**config.mk**
```make
export PLATFORM = sky130hd
export DESIGN_NAME = w_window_fsm
export DESIGN_NICKNAME = d
export VERILOG_FILES = /design/src/rtl/w_window_fsm.sv
export SDC_FILE = /design/constraint.sdc
export NUM_CORES = 1
export LEC_CHECK = 0
export BUFFER_PORTS_ARGS = -buffer_cell sky130_fd_sc_hd__clkbuf_2
export CORE_AREA = 2 2 39 41
export DETAILED_ROUTE_END_ITERATION = 10
export DIE_AREA = 0 0 41 43
export PLACE_DENSITY = 0.6
export SYNTH_ARGS = -nofsm -noshare
export SYNTH_HDL_FRONTEND = slang
export SYNTH_SLANG_ARGS = --single-unit
```
**constraint.sdc**
```tcl
create_clock -name clk -period 3.7 [get_ports clk]
set_clock_uncertainty 0.05 [all_clocks]
set_input_delay 0.185 -clock clk [delete_from_list [all_inputs] [get_ports clk]]
set_output_delay 0.185 -clock clk [all_outputs]
set_load 0.01 [all_outputs]
```
**src/rtl/w_window_fsm.sv**
```systemverilog
// Windowed ones-count qualifier: after a start strobe, counts w=1 samples over
// back-to-back windows of WINDOW enabled cycles and pulses z when the count qualifies.
module w_window_fsm #(
    parameter int WINDOW = 3,
    parameter int TARGET = 2,
    parameter int MODE   = 0,
    localparam int CW    = $clog2(WINDOW + 1)
) (
    input  logic          clk,
    input  logic          reset,
    input  logic          s,
    input  logic          w,
    input  logic          en,
    input  logic          abort,
    output logic          z,
    output logic          win_done,
    output logic [CW-1:0] last_ones,
    output logic          busy
);

    localparam int PW = $clog2(WINDOW);
    localparam logic [PW-1:0] POS_LAST = PW'(WINDOW - 1);
    localparam logic [CW-1:0] TGT      = CW'(TARGET);

    // Handshake-free block: s/w/en/abort are level inputs sampled on every
    // rising edge; z and win_done are single-cycle registered pulses.

    typedef enum logic {
        IDLE = 1'b0,
        RUN  = 1'b1
    } state_t;

    state_t        state, state_nx;
    logic [PW-1:0] pos, pos_nx;
    logic [CW-1:0] ones, ones_nx;
    logic [CW-1:0] last_nx;
    logic [CW-1:0] final_cnt;
    logic          z_nx;
    logic          done_nx;

    function automatic logic qualify(input logic [CW-1:0] cnt);
        case (MODE)
            1:       return (cnt >= TGT);
            2:       return (cnt <= TGT);
            default: return (cnt == TGT);
        endcase
    endfunction

    always_ff @(posedge clk) begin
        if (reset) begin
            state     <= IDLE;
            pos       <= '0;
            ones      <= '0;
            z         <= 1'b0;
            win_done  <= 1'b0;
            last_ones <= '0;
        end else begin
            state     <= state_nx;
            pos       <= pos_nx;
            ones      <= ones_nx;
            z         <= z_nx;
            win_done  <= done_nx;
            last_ones <= last_nx;
        end
    end

    always_comb begin
        state_nx  = state;
        pos_nx    = pos;
        ones_nx   = ones;
        last_nx   = last_ones;
        z_nx      = 1'b0;
        done_nx   = 1'b0;
        // ones never exceeds WINDOW-1 before the final sample, so this fits in CW bits
        final_cnt = ones + CW'(w);

        case (state)
            IDLE: begin
                if (s) begin
                    state_nx = RUN;
                    pos_nx   = '0;
                    ones_nx  = '0;
                end
            end
            RUN: begin
                if (abort) begin
                    state_nx = IDLE;
                    pos_nx   = '0;
                    ones_nx  = '0;
                end else if (en) begin
                    if (pos == POS_LAST) begin
                        last_nx = final_cnt;
                        done_nx = 1'b1;
                        z_nx    = qualify(final_cnt);
                        pos_nx  = '0;
                        ones_nx = '0;
                    end else begin
                        pos_nx  = pos + 1'b1;
                        ones_nx = final_cnt;
                    end
                end
            end
            default: begin
                state_nx = IDLE;
                pos_nx   = '0;
                ones_nx  = '0;
            end
        endcase
    end

    assign busy = (state == RUN);

endmodule

```
==> metrics, run 1 <==
Num CTS Buffers 3; Distinct cells, synth 18; clk_lat worst skew 0.26 ns; Startpoint Class flop; Initial Util between 20% and 30%; f_max 722 MHz; clk root buf clkbuf_4; most common library cell in the layout ignoring fill and taps clkbuf_2; overall power 187 uW; final hold viol count 0; cell row count 14; crit-path max cell delay 0.52 ns; Final Critical Period approximately 1.4 ns; Die Y 43 um; FF-to-FF Start busy; RSZ-0062 raised after global routing no; cell taking the most area after synthesis dfxtp_1; ant diodes 0; delay-heaviest family, CP simple AND/OR/NAND/NOR gates; drt first pass iters 4; first-pass GRT wire length 1070 um; remaining antenna violation count 0; Post-Synthesis Net Count slightly below 50; pwr/cell area 400 nW/um^2; post-synthesis sequential area ratio 48.2%; R2R Path End ones[1]; yosys warns 0; footprint of the multi-input gates 190 um^2; maximum fanout along the worst path 6; DR vias/cell about 4.6; setup ws final 2.32 ns; CP cell instances nand2b_2 -> o22ai_1 -> or4b_1 -> a21oi_1; clk sink count 9; die area 1760 um^2; top cells by area, synth dfxtp_1 (48%), a21oi_1 (8.0%), nor2_1 (6.0%); most frequent cells in the layout clkbuf_2 (10), dfxtp_1 (9), nor2_1 (6), a21oi_1 (6); I/O pin cnt 11; post-CTS setup buffers 0; Slew headroom 72.8%; CP Data Required Time around 3.8 ns; period utilization 37.4%; Syn Inst Count 42; Pleak approximately 0.00019 uW; Setup crit start busy; MaxCap Viol Count 0; Die X between 40 and 50 um; Max stage delay cell, worst path or4b_1; hold crit path type in2reg; Total GRT Usage 9.38%; number of setup violations in the final report 0; number of global-route vias before repair around 260; IO Port Bufs 10; layout net count 63; Worst setup EP type flop; Post-Syn Area ~370 um^2; share of layout cells above drive strength 1 about a quarter; setup TNS 0 ns; final core utilization 33.7%; DR iter-0 viols 5; H-tree depth 1; Worst-Margin Slew 0.408 ns; DR vias 327; sequential cell area approximately 180 um^2; largest net degree at the start of global routing 10; post-synth top area share about half; clock transition at the registers of the reported paths 0.06 ns; status finished, final reports clean; CTS Buffer Depth 2; Resize count post-CTS 0; global route overflow 0; crit path kind reg2reg; DP Worst Slack 2.32 ns; Avg Inst Size Synth 8.91 um^2; max-slew violations 0; core area 1380 um^2; drt wl/cell 9.32 um; critical path depth 4; initial antenna violation count 0; Post-CTS Hold Fix Bufs 0; Synth Register Bits 9; WL final 662 um; RePlAce Congestion 0.684; fill count 150; # DRC 0; start point of the worst hold path s; Peak VDD IR 0.149 mV; Worst R2R Setup Slack approximately 2.3 ns; CTS tree yes; Worst Setup EP ones[1]; WP data arrival about 1.5 ns; P&R area growth vs syn 24.7%; WP buf/inv 0; FF-to-FF path depth 4
[metrics by stage]
step           hold WS [ns]  area [um^2]  cells
2_1_floorplan         0.289          374     42
3_3_place_gp          0.400          440     67
3_5_place_dp          0.401          440     67
4_1_cts               0.122          467     71
5_1_grt               0.139          467     71
6_report              0.131          467     71
[logic make-up (layout without fill, tap and decap cells)]
logic type,Yosys count,count (layout),share of synthesized area (%)
AO/OA/AOI/OAI,8,8,11.0
AND/OR/NAND/NOR,22,22,34.1
adder cells (fa/ha/maj),1,1,3.34
flip-flops,9,9,48.2
buffers and inverters,1,14,1.00
XOR/XNOR,1,1,2.34
[worst min path at each step]
stage | end | slack (ns) | cells after the start
2_1_floorplan | busy | 0.29 | 2
3_3_place_gp | last_ones[0] | 0.40 | 2
3_5_place_dp | last_ones[0] | 0.40 | 2
4_1_cts | busy | 0.12 | 3
5_1_grt | busy | 0.14 | 3
6_report | busy | 0.13 | 3
[Yosys cell counts]
cell / n
o21ai_0: 1
dfxtp_1: 9
nor3b_1: 2
nand3b_1: 1
a21oi_1: 6
nor2_1: 6
nand2b_2: 1
nor4b_1: 1
o22ai_1: 1
nand2_1: 3
xor2_1: 1
nand2b_1: 3
clkbuf_1: 1
or2_1: 1
ha_1: 1
nor3_1: 2
or3b_1: 1
or4b_1: 1
[report_power, final]
group          internal (uW)  leakage (uW)  total [uW]  switching [uW]
Clock                   41.5     0.0000150        74.3            32.8
Combinational           5.90     0.0000996        12.8            6.92
Sequential              98.2     0.0000728        99.5            1.31
[worst register-to-register path, stage by stage, from the launching register on]
cell      delay [ns]
dfxtp_1         0.34
nand2b_2        0.10
o22ai_1         0.16
or4b_1          0.53
a21oi_1         0.14
[registers in the layout (all words and copies together), names as in the netlist]
signal / cells
busy: 1
z: 1
ones: 2
pos: 2
last_ones: 2
win_done: 1
[routing by layer]
metal | track usage, % | routed length [um] | part of all wire (%) | vias to the layer above
li1 | - | - | - | 171
met1 | 13.4 | 336 | 51 | 146
met2 | 10.6 | 273 | 41 | 10
met3 | 7.85 | 52 | 7.9 | 0
met4 | 2.00 | 0 | 0 | 0
met5 | 0 | 0 | 0 | -
[area by class of cell]
cell class                 instances  area share, %
multi-input combinational         32           40.8
clock buffer                       4           5.63
sequential                         9           38.6
timing repair buffer              10           10.7
tap                               16           4.29
No activity file was read; power rests on OpenSTA's default activity.
==> run 2: changes to the inputs <==
==> constraint.sdc (replaced) <==
create_clock -name clk -period 1.34 [get_ports clk]
set_clock_uncertainty 0.05 [all_clocks]
set_input_delay 0.067 -clock clk [delete_from_list [all_inputs] [get_ports clk]]
set_output_delay 0.067 -clock clk [all_outputs]
set_load 0.01 [all_outputs]
==> metrics, run 2 (synthesis results as in run 1) <==
status finished, final reports clean; RSZ-0062 raised after global routing yes; WP buf/inv 0; H-tree depth 1; max-slew violations 0; core area 1380 um^2; Post-CTS Hold Fix Bufs 0; delay-heaviest family, CP simple AND/OR/NAND/NOR gates; Max stage delay cell, worst path or4b_1; Peak VDD IR 0.361 mV; crit-path max cell delay around 0.46 ns; Die Y around 43 um; number of setup violations in the final report 0; share of layout cells above drive strength 1 about a third; Clock power frac 39.8%; MaxCap Viol Count 0; remaining antenna violation count 0; cell row count 14; # placed instances 69; Num CTS Buffers 3; clk sink count 9; CP cell instances nand2b_2 -> nand2b_1 -> or4b_1 -> a21oi_1; Top Registers last_ones x2, ones x2, pos x2; Worst setup EP type flop; global route overflow 0; WP data arrival 1.46 ns; largest net degree at the start of global routing 10; P&R area growth vs syn 31.4%; CTS tree yes; met2 wire length roughly 400 um; clock transition at the registers of the reported paths about 0.06 ns; number of global-route vias before repair 303; Total GRT Usage between 10 and 15%; net switching power 120 uW; most common library cell in the layout ignoring fill and taps clkbuf_2; Startpoint Class flop; f_max roughly 760 MHz; CP Data Required Time 1.48 ns; M1 WL 338 um; pwr/cell area 1070 nW/um^2; initial antenna violation count 0; maximum fanout along the worst path 5; hold_ws 0.0143 ns; Die X a little over 40 um; clk root buf clkbuf_4; layout net count 65; # DRC 0; period utilization 98.4%; DR vias/cell 4.58; Non-Filler Instances 73; sequential power share 52.2%; ant diodes 0; DR top layer met3; Logic pwr share about 8.0%; drt first pass iters 2; Final Critical Period 1.32 ns; Slew headroom ~86%; most frequent cells in the layout clkbuf_2 (10), dfxtp_1 (8), nor2_1 (6), a21oi_1 (6); Initial Util 27.0%; Worst-Margin Slew 0.214 ns; final hold viol count 0; switch share 22.7%; I/O pin cnt 11; crit path kind reg2reg; DR iter-0 viols 12; clk_lat worst skew roughly 0.26 ns; RePlAce Congestion ~0.66; drt wl/cell about 10 um; DR vias 334; hpwl dp 549 um; first-pass GRT wire length 1170 um; Pleak between 0.00015 and 0.0002 uW; fill count approximately 160; P_int 407 uW; WL final 752 um; IO Port Bufs 10; met3 routed WL 17 um; die area 1760 um^2; CTS Buffer Depth 2; hold crit path type in2reg
run 2: repair_timing:
item | 4_1_cts | 5_1_grt
setup endpoints to repair | 1 | 1
pin swaps | 1 | 0
resized for setup | 2 | 0
setup buffers | 0 | 0
run 2: final cells by class:
cell class | instances | area, um^2 | area share [%]
Clock buffer | 4 | 26.3 | 5.34
Multi-Input combinational cell | 32 | 196 | 39.9
Sequential cell | 9 | 184 | 37.4
Tap cell | 16 | 20.0 | 4.07
Timing Repair Buffer | 12 | 65.1 | 13.2
run 2: power groups by stage:
stage	sequential [uW]	clock, uW	combinational, uW
2_1_floorplan	282	0	20.7
3_3_place_gp	281	0	40.1
3_5_place_dp	281	0	40.4
4_1_cts	275	221	42.7
5_1_grt	275	231	47.8
6_report	275	209	42.1
run 2: layer usage:
layer,up-vias,track usage [%]
met5,-,0
met4,0,8.00
met3,0,3.14
met2,4,14.1
met1,154,11.9
li1,176,-
run 2: worst register-to-register path, cell delays in order, from the launching register on:
cell	delay (ns)
dfxtp_4	0.37
nand2b_2	0.09
nand2b_1	0.16
or4b_1	0.46
a21oi_1	0.13
run 2: path summary, 6_finish.rpt:
check	from	endpoint	slack (ns)	cells after the start
setup reg to reg	busy	ones[1]	0.02	4
setup / recovery	busy	ones[1]	0.02	4
hold / removal	s	busy	0.01	3
hold reg to reg	last_ones[0]	last_ones[0]	0.41	2
run 2: metrics by stage:
| stage | util [%] | TNS [ns] | worst slack, ns | total power, uW | instance area [um^2] |
|---|---|---|---|---|---|
| 6_report | 35.5 | 0 | 0.0219 | 526 | 492 |
| 2_1_floorplan | - | 0 | 0.0430 | 303 | 375 |
| 4_1_cts | 35.5 | 0 | 0.0103 | 538 | 492 |
| 3_3_place_gp | 33.0 | 0 | 0.0393 | 321 | 457 |
| 3_5_place_dp | 33.0 | 0 | 0.0139 | 322 | 457 |
| 5_1_grt | 35.5 | -0.0614 | -0.0614 | 555 | 492 |
==> run 3: changes to the inputs <==
==> config.mk (replaced) <==
export PLATFORM = sky130hd
export DESIGN_NAME = w_window_fsm
export DESIGN_NICKNAME = d
export VERILOG_FILES = /design/src/rtl/w_window_fsm.sv
export SDC_FILE = /design/constraint.sdc
export NUM_CORES = 1
export LEC_CHECK = 0
export BUFFER_PORTS_ARGS = -buffer_cell sky130_fd_sc_hd__buf_4
export CORE_AREA = 2 2 39 41
export DETAILED_ROUTE_END_ITERATION = 10
export DIE_AREA = 0 0 41 43
export PLACE_DENSITY = 0.61
export SYNTH_ARGS = -nofsm -noshare
export SYNTH_HDL_FRONTEND = slang
export SYNTH_SLANG_ARGS = --single-unit
==> constraint.sdc (replaced) <==
create_clock -name clk -period 1.1 [get_ports clk]
set_clock_uncertainty 0.05 [all_clocks]
set_input_delay 0.055 -clock clk [delete_from_list [all_inputs] [get_ports clk]]
set_output_delay 0.055 -clock clk [all_outputs]
set_load 0.01 [all_outputs]
==> metrics, run 3 (synthesis results as in run 1) <==
clock transition at the registers of the reported paths roughly 0.06 ns; hold path cells 3; RSZ-0062 raised after global routing yes; # DRC 0; status finished, violations left; maximum fanout along the worst path 5; worst hold endpoint busy; violated checks negative setup slack; FF-to-FF Start busy; Num CTS Buffers 3; CTS tree yes; hold crit path type in2reg; IO Port Bufs 10; I/O pin cnt 11; Max stage delay cell, worst path or4b_1; max-slew violations 0; Worst setup EP type flop; WL final 820 um; CP Data Required Time 1.25 ns; Worst R2R Setup Slack -0.17 ns; clk root buf clkbuf_4; hpwl dp between 600 and 700 um; Total GRT Usage 10.8%; die area 1760 um^2; number of global-route vias before repair 330; Logic pwr share about an eighth; DR iter-0 viols 5; DP Worst Slack -0.184 ns; WP buf/inv 0; sequential power share 50.0%; Startpoint Class flop; crit-path max cell delay 0.50 ns; Clock power frac 38.2%; clk_lat worst skew 0.26 ns; net switching power 153 uW; MaxCap Viol Count 0; first-pass GRT wire length 1260 um; setup ws final -0.171 ns; Slew headroom a little over four fifths; P_int 519 uW; global route overflow 0; WP data arrival 1.42 ns; core area 1380 um^2; initial antenna violation count 0; R2R Path End ones[1]; CTS Buffer Depth 2; FF-to-FF path depth 4; ant diodes 0; period utilization 116%; Die X 41 um; number of setup violations in the final report 4; largest net degree at the start of global routing 10; Initial Util 27.0%; DR vias 362; remaining antenna violation count 0; H-tree depth 1; Worst-Margin Slew 0.225 ns; placed instance area 526 um^2; setup TNS -0.301 ns; CP cell instances nand2b_4 -> o22ai_2 -> or4b_1 -> a21oi_1; drt first pass iters 3; pwr/cell area 1090 nW/um^2; Die Y 43 um; RePlAce Congestion 0.693; f_max 787 MHz; hold_ws 0.00892 ns; most common library cell in the layout ignoring fill and taps buf_4; final instance area 614 um^2; start point of the worst hold path s; clk sink count 9; fill count roughly 150; Top Registers last_ones x2, ones x2, pos x2; switch share 22.8%; P&R area growth vs syn 64.2%; delay-heaviest family, CP simple AND/OR/NAND/NOR gates; post-CTS setup buffers 0; Pleak about 0.00025 uW; crit path kind reg2reg; layout net count 70; final hold viol count 0; drt wl/cell 10.5 um; most frequent cells in the layout buf_4 (15), dfxtp_1 (7), a21oi_1 (5), nor2_1 (4); DR vias/cell 4.64; Peak VDD IR ~0.4 mV; cell row count 14; Final Critical Period 1.27 ns; share of layout cells above drive strength 1 about half
run 3: layer usage:
layer	track usage, %	up-vias	share of wire (%)
met2	14.4	8	52
met1	14.0	167	43
met5	0	-	0
met3	1.57	2	2.9
met4	10.0	0	1.8
li1	-	185	-
run 3: stage by stage:
step | cells | total power (uW) | utilization (%)
after floorplan | 42 | 372 | -
after global placement | 73 | 414 | 38.0
after detailed placement | 73 | 414 | 38.0
after CTS | 78 | 682 | 42.6
after global routing | 78 | 703 | 44.4
final | 78 | 672 | 44.4
run 3: worst max-delay path by stage:
stage	startpoint	to	slack, ns	cells past startpoint
after floorplan	busy	ones[1]	-0.15	4
after global placement	busy	ones[1]	-0.16	4
after detailed placement	pos[0]	ones[1]	-0.18	4
after CTS	busy	ones[1]	-0.18	4
after global routing	busy	ones[1]	-0.21	4
final	busy	ones[1]	-0.17	4
run 3: area by class of cell:
type / count / area (um^2) / share of cell area [%]
multi-input cells: 32 / 249 / 40.5
flip-flops and latches: 9 / 185 / 30.1
repair buffers: 17 / 134 / 21.8
clock buffers: 4 / 26.3 / 4.28
well taps: 16 / 20.0 / 3.26
run 3: timing repair:
item,CTS,global route
endpoints found under the hold margin,9,0
resized for setup,6,6
pin swaps,4,3
endpoints found under the setup margin,4,7
hold buffers,1,0
run 3: worst register-to-register path: stages, from the launching register on:
cell	delay, ns
dfxtp_4	0.36
nand2b_4	0.08
o22ai_2	0.09
or4b_1	0.50
a21oi_1	0.12
run 3: power by group through the flow:
stage | Combinational (uW) | Clock (uW) | Sequential [uW]
after floorplan | 28.7 | 0 | 344
after global placement | 70.4 | 0 | 343
after detailed placement | 70.2 | 0 | 344
after CTS | 76.9 | 268 | 336
after global routing | 85.8 | 281 | 337
final | 79.0 | 257 | 336
